[config.mk]
export PLATFORM = sky130hd
export DESIGN_NAME = imem_loadable
export DESIGN_NICKNAME = d
export VERILOG_FILES = /design/src/rtl/imem_loadable.sv
export SDC_FILE = /design/constraint.sdc
export NUM_CORES = 1
export LEC_CHECK = 0
export CAP_MARGIN = 20
export CORE_MARGIN = 4
export CORE_UTILIZATION = 49
export DETAILED_ROUTE_END_ITERATION = 6
export HOLD_SLACK_MARGIN = 0.08
export PLACE_DENSITY_LB_ADDON = 0.12
export SLEW_MARGIN = 0
export SYNTH_ARGS = -nofsm -noshare
export SYNTH_HDL_FRONTEND = slang
export SYNTH_SLANG_ARGS = --single-unit
[constraint.sdc]
create_clock -name clk -period 3.7 [get_ports clk]
set_input_delay 0.37 -clock clk [delete_from_list [all_inputs] [get_ports clk]]
set_output_delay 0.37 -clock clk [all_outputs]
set_load 0.05 [all_outputs]
[src/rtl/imem_loadable.sv]
// Loadable instruction memory: self-initialises to FILL_WORD after reset or clear,
// then serves 1-cycle registered fetches and accepts word loads from the program-load port.
module imem_loadable #(
  parameter int unsigned           DATA_W    = 32,
  parameter int unsigned           ADDR_W    = 5,
  parameter int unsigned           DEPTH     = 32,
  parameter logic [DATA_W-1:0]     FILL_WORD = '0
) (
  input  logic              clk,
  input  logic              reset,
  input  logic              clear,
  input  logic              rd_req,
  input  logic [ADDR_W-1:0] rd_addr,
  output logic              rd_valid,
  output logic [DATA_W-1:0] instru,
  output logic              rd_err,
  input  logic              ld_en,
  input  logic [ADDR_W-1:0] ld_addr,
  input  logic [DATA_W-1:0] ld_data,
  output logic              ld_err,
  output logic              ready
);

  localparam int unsigned     FC_W     = $clog2(DEPTH + 1);
  localparam int unsigned     IDX_W    = (DEPTH > 1) ? $clog2(DEPTH) : 1;
  localparam logic [FC_W-1:0] LAST_IDX = FC_W'(DEPTH - 1);
  localparam logic [ADDR_W:0] DEPTH_A  = (ADDR_W + 1)'(DEPTH);

  typedef enum logic {
    S_INIT,
    S_READY
  } state_e;

  state_e            state_q, state_d;
  logic [FC_W-1:0]   fill_cnt_q, fill_cnt_d;
  logic [DATA_W-1:0] mem_q [DEPTH];

  logic              rd_valid_q, rd_valid_d;
  logic [DATA_W-1:0] instru_q, instru_d;
  logic              rd_err_q, rd_err_d;
  logic              ld_err_q, ld_err_d;

  logic              is_ready;
  logic              rd_acc, ld_acc;
  logic              rd_oob, ld_oob;
  logic              ld_wr;
  logic [IDX_W-1:0]  rd_idx, ld_idx, fill_idx;

  always_comb begin
    is_ready = (state_q == S_READY);
    rd_oob   = ({1'b0, rd_addr} >= DEPTH_A);
    ld_oob   = ({1'b0, ld_addr} >= DEPTH_A);
    rd_acc   = is_ready && rd_req;
    ld_acc   = is_ready && ld_en;
    ld_wr    = ld_acc && !ld_oob;
    rd_idx   = rd_addr[IDX_W-1:0];
    ld_idx   = ld_addr[IDX_W-1:0];
    fill_idx = fill_cnt_q[IDX_W-1:0];
  end

  always_comb begin
    state_d    = state_q;
    fill_cnt_d = fill_cnt_q;
    unique case (state_q)
      S_INIT: begin
        fill_cnt_d = fill_cnt_q + FC_W'(1);
        if (fill_cnt_q == LAST_IDX) begin
          state_d = S_READY;
        end
      end
      S_READY: begin
        if (clear) begin
          state_d    = S_INIT;
          fill_cnt_d = '0;
        end
      end
      default: begin
        state_d    = S_INIT;
        fill_cnt_d = '0;
      end
    endcase
  end

  // Same-address load bypasses the array so the fetch sees the new word (write-first).
  always_comb begin
    rd_valid_d = rd_acc;
    instru_d   = instru_q;
    rd_err_d   = rd_err_q;
    ld_err_d   = ld_acc && ld_oob;
    if (rd_acc) begin
      if (rd_oob) begin
        instru_d = FILL_WORD;
        rd_err_d = 1'b1;
      end else begin
        rd_err_d = 1'b0;
        if (ld_wr && (ld_addr == rd_addr)) begin
          instru_d = ld_data;
        end else begin
          instru_d = mem_q[rd_idx];
        end
      end
    end
  end

  always_ff @(posedge clk or negedge reset) begin
    if (!reset) begin
      state_q    <= S_INIT;
      fill_cnt_q <= '0;
      rd_valid_q <= 1'b0;
      instru_q   <= '0;
      rd_err_q   <= 1'b0;
      ld_err_q   <= 1'b0;
    end else begin
      state_q    <= state_d;
      fill_cnt_q <= fill_cnt_d;
      rd_valid_q <= rd_valid_d;
      instru_q   <= instru_d;
      rd_err_q   <= rd_err_d;
      ld_err_q   <= ld_err_d;
    end
  end

  // Array has no reset; INIT sweeps it. Loads can only occur in READY, so the ports never collide.
  always_ff @(posedge clk) begin
    if (state_q == S_INIT) begin
      mem_q[fill_idx] <= FILL_WORD;
    end else if (ld_wr) begin
      mem_q[ld_idx] <= ld_data;
    end
  end

  assign ready    = is_ready;
  assign rd_valid = rd_valid_q;
  assign instru   = instru_q;
  assign rd_err   = rd_err_q;
  assign ld_err   = ld_err_q;

endmodule
==> flow_summary_export.csv <==
group,metric,value,unit
timing,period_needed,2.926,ns
route,dr_wl_met3,8.048,mm
clocking,cts.path.max_buffers,3,
route,dr.pass1.iters,5,
layout,antenna_cells,0,
layout,nets,2665,
place,numPortBuffers,80,
worst_setup_path,cp-end-kind,"flop",
global_routing,grt_pass1_vias,22820,
timing,max_freq,341.8,MHz
die,start_util,49.32,%
synthesis,synth_seq_area_share,75.61,%
timing,setup_viol,0,
clocking,insertion_delay,0.66,ns
global_routing,grt_pass1_wl,157.5,mm
place,place_inst,3647,
route,drt_iter0_drc,2312,
layout,area_growth,16.35,%
worst_setup_path,worst_ep_arrival_time,3.43,ns
route,drt-total-wl,108.7,mm
synthesis,synth_top_area_share,73.23,%
worst_setup_path,crit_fanout,23,
synthesis,ys_warn_count,0,
power_and_ir_drop,p_leak,0.01761,µW
min_path,worst_hold_path_type,"in -> async",
timing,fin_skew,0.02013,ns
route,vias_per_cell,5.987,
synthesis,synthArstFlopShare,3.759,%
route,drc,0,
layout,nFillCells,6491,
synthesis,syn_area,41990,µm²
route,wl_per_cell,28.27,µm
route,vias,23030,
timing,hold_viol,0,
place,dp_hpwl,61.14,mm
route,final_antenna_net_count,0,
worst_setup_path,cp-start-kind,"flop",
synthesis,ys.flop_type,"edfxtp_1",
route,routed.top_layer,"met5",
power_and_ir_drop,ir_drop,0.3622,mV
synthesis,yosysUniqueCellTypes,45,
layout,drive_gt1_share,13.06,%
synthesis,netlist_top_cells_count,"1024 x edfxtp_1, 514 x mux2i_1, 252 x a22oi_1",
timing,maxSlewViolCount,0,
synthesis,syn_area_per_cell,17.06,µm²
die,coreArea,85150,µm²
timing,grt_setup_unrepaired,"false",
power_and_ir_drop,p_per_area,644.3,nW/µm²
synthesis,yosysTopAreaCell,"edfxtp_1",
die,die_width,300.7,µm
die,fp-row-count,107,
synthesis,yosysMostFrequentCell,"edfxtp_1",
global_routing,antenna_found_initial,3,
clocking,clock_sinks,1064,
route,met1Wirelength,47.19,mm
synthesis,synthTopCellsByArea,"edfxtp_1 73%, mux2i_1 12%, a22oi_1 4.5%",
layout,finalNonFillerCells,3846,
die,dieHeight,300.7,µm
clocking,post_cts_resize_count,0,
synthesis,ys_ff_latch,1064,
route,met2_wirelength,50.83,mm
global_routing,grt_usage,23.90,%
die,die_area,90440,µm²
worst_setup_path,critPathKind,"reg -> reg",
clocking,numCtsBuffers,105,
timing,max_slew.worst_pin.slew,1.042,ns
run,max_cap_violations,0,
global_routing,grt-ovfl-total,0,
outcome,outcome,"complete, no violations",
clocking,cts_tree,"built",
synthesis,synthCells,2461,
worst_setup_path,worstPathRequired,4.20,ns
clocking,ctsRootBufferMaster,"clkbuf_16",
place,gp_congestion,0.8124,
timing,finalCritPeriodShare,79.07,%
timing,setup_tns,0,ns
timing,slew_headroom,30.56,%
die,ios,83,
global_routing,grt_max_degree,72,
clocking,cts_max_level,3,
synthesis,synth-edff-count,1024,
clocking,path_clk_slew,0.06,ns
[repair_timing]
item                      4_1_cts  5_1_grt
buffers inserted                0        0
hold endpoints to repair       21        0
hold buffers                    1        0
[sequential cells by signal, summed over array words and instances, names as in the netlist]
name        count
mem_q        1024
rd_valid        1
fill_cnt_q      6
ready           1
instru         32
[stage by stage]
stage	hold slack, ns	setup WS, ns	instance area (µm²)	util (%)	total power [µW]
6_report	0.3238	0.7743	48850	57.38	31480
5_1_grt	0.3553	0.6746	48850	57.38	32580
4_1_cts	0.3264	0.8475	48710	57.21	31660
3_5_place_dp	0.4910	0.5108	45200	53.09	20920
3_3_place_gp	0.4734	0.4616	45150	53.02	20790
2_1_floorplan	0.07441	0.3604	41990	-	18430
[kinds of logic after synthesis]
| group | synth area share [%] |
|---|---|
| mux | 12.25 |
| buf+inv | 1.678 |
| xor+xnor | 0.08345 |
| simple gates | 3.522 |
| other cells | 0.008931 |
| fa+ha+maj | 0.02979 |
| compound gates | 6.812 |
| flops | 75.61 |
[critical path, stage by stage (launching register included)]
cell	delay, ns
dfrtp_2	0.52
buf_4	0.31
a21boi_1	0.16
or3_1	0.35
a211oi_1	0.33
nand3_2	0.49
buf_4	0.39
nor2_1	0.15
o31ai_2	0.07
[worst paths after layout]
| kind | startpoint | endpoint | slack [ns] | cells past startpoint |
|---|---|---|---|---|
| max reg2reg | ready | instru[1] | 0.77 | 8 |
| max in group asynchronous | reset | instru[11] | 2.49 | 3 |
| min in group clk | clear | fill_cnt_q[0] | 0.49 | 2 |
| min reg2reg | fill_cnt_q[5] | fill_cnt_q[5] | 0.50 | 1 |
| min | reset | instru[26] | 0.32 | 2 |
| max | ready | instru[1] | 0.77 | 8 |
[power breakdown]
part | internal, µW | switching [µW] | leakage [µW]
Clock | 6410 | 4390 | 0.00172
Sequential | 14900 | 567 | 0.00980
Combinational | 1570 | 3620 | 0.00609
[layer usage]
layer  vias to the layer above  track usage (%)
met5                         -                0
met4                         4            6.824
met3                       172            4.708
met2                       843            37.71
met1                     11940            34.20
li1                      10070                -
[area by class of cell]
class | count | area (µm²) | area share, %
clock buffer | 132 | 2854 | 5.842
clock inverter | 60 | 643.1 | 1.316
tap | 1144 | 1431 | 2.930
timing repair buffer | 202 | 2317 | 4.743
multi-input combinational | 1239 | 9838 | 20.14
inverter | 5 | 18.77 | 0.03842
sequential | 1064 | 31750 | 64.99
[cells in the final DEF, fill, tap and decap left out, types with 3 or more instances in the layout]
| cell | n |
|---|---|
| mux2i_1 | 514 |
| clkinv_1 | 22 |
| or3_1 | 3 |
| a22oi_1 | 252 |
| and3_1 | 34 |
| clkbuf_8 | 4 |
| inv_1 | 4 |
| nand2_1 | 180 |
| clkbuf_1 | 19 |
| o31ai_1 | 3 |
| clkinv_2 | 21 |
| dfrtp_1 | 39 |
| o31ai_2 | 30 |
| buf_12 | 37 |
| o22ai_1 | 65 |
| bufinv_16 | 14 |
| buf_16 | 4 |
| nor3_1 | 33 |
| o21ai_1 | 3 |
| buf_4 | 76 |
| nor2_4 | 33 |
| clkdlybuf4s50_1 | 77 |
| xor2_1 | 3 |
| nand3_1 | 8 |
| a21oi_1 | 4 |
| edfxtp_1 | 1024 |
| nor2_1 | 34 |
| clkbuf_16 | 112 |
| o21ai_0 | 3 |
(Power assumes the default switching activity.)
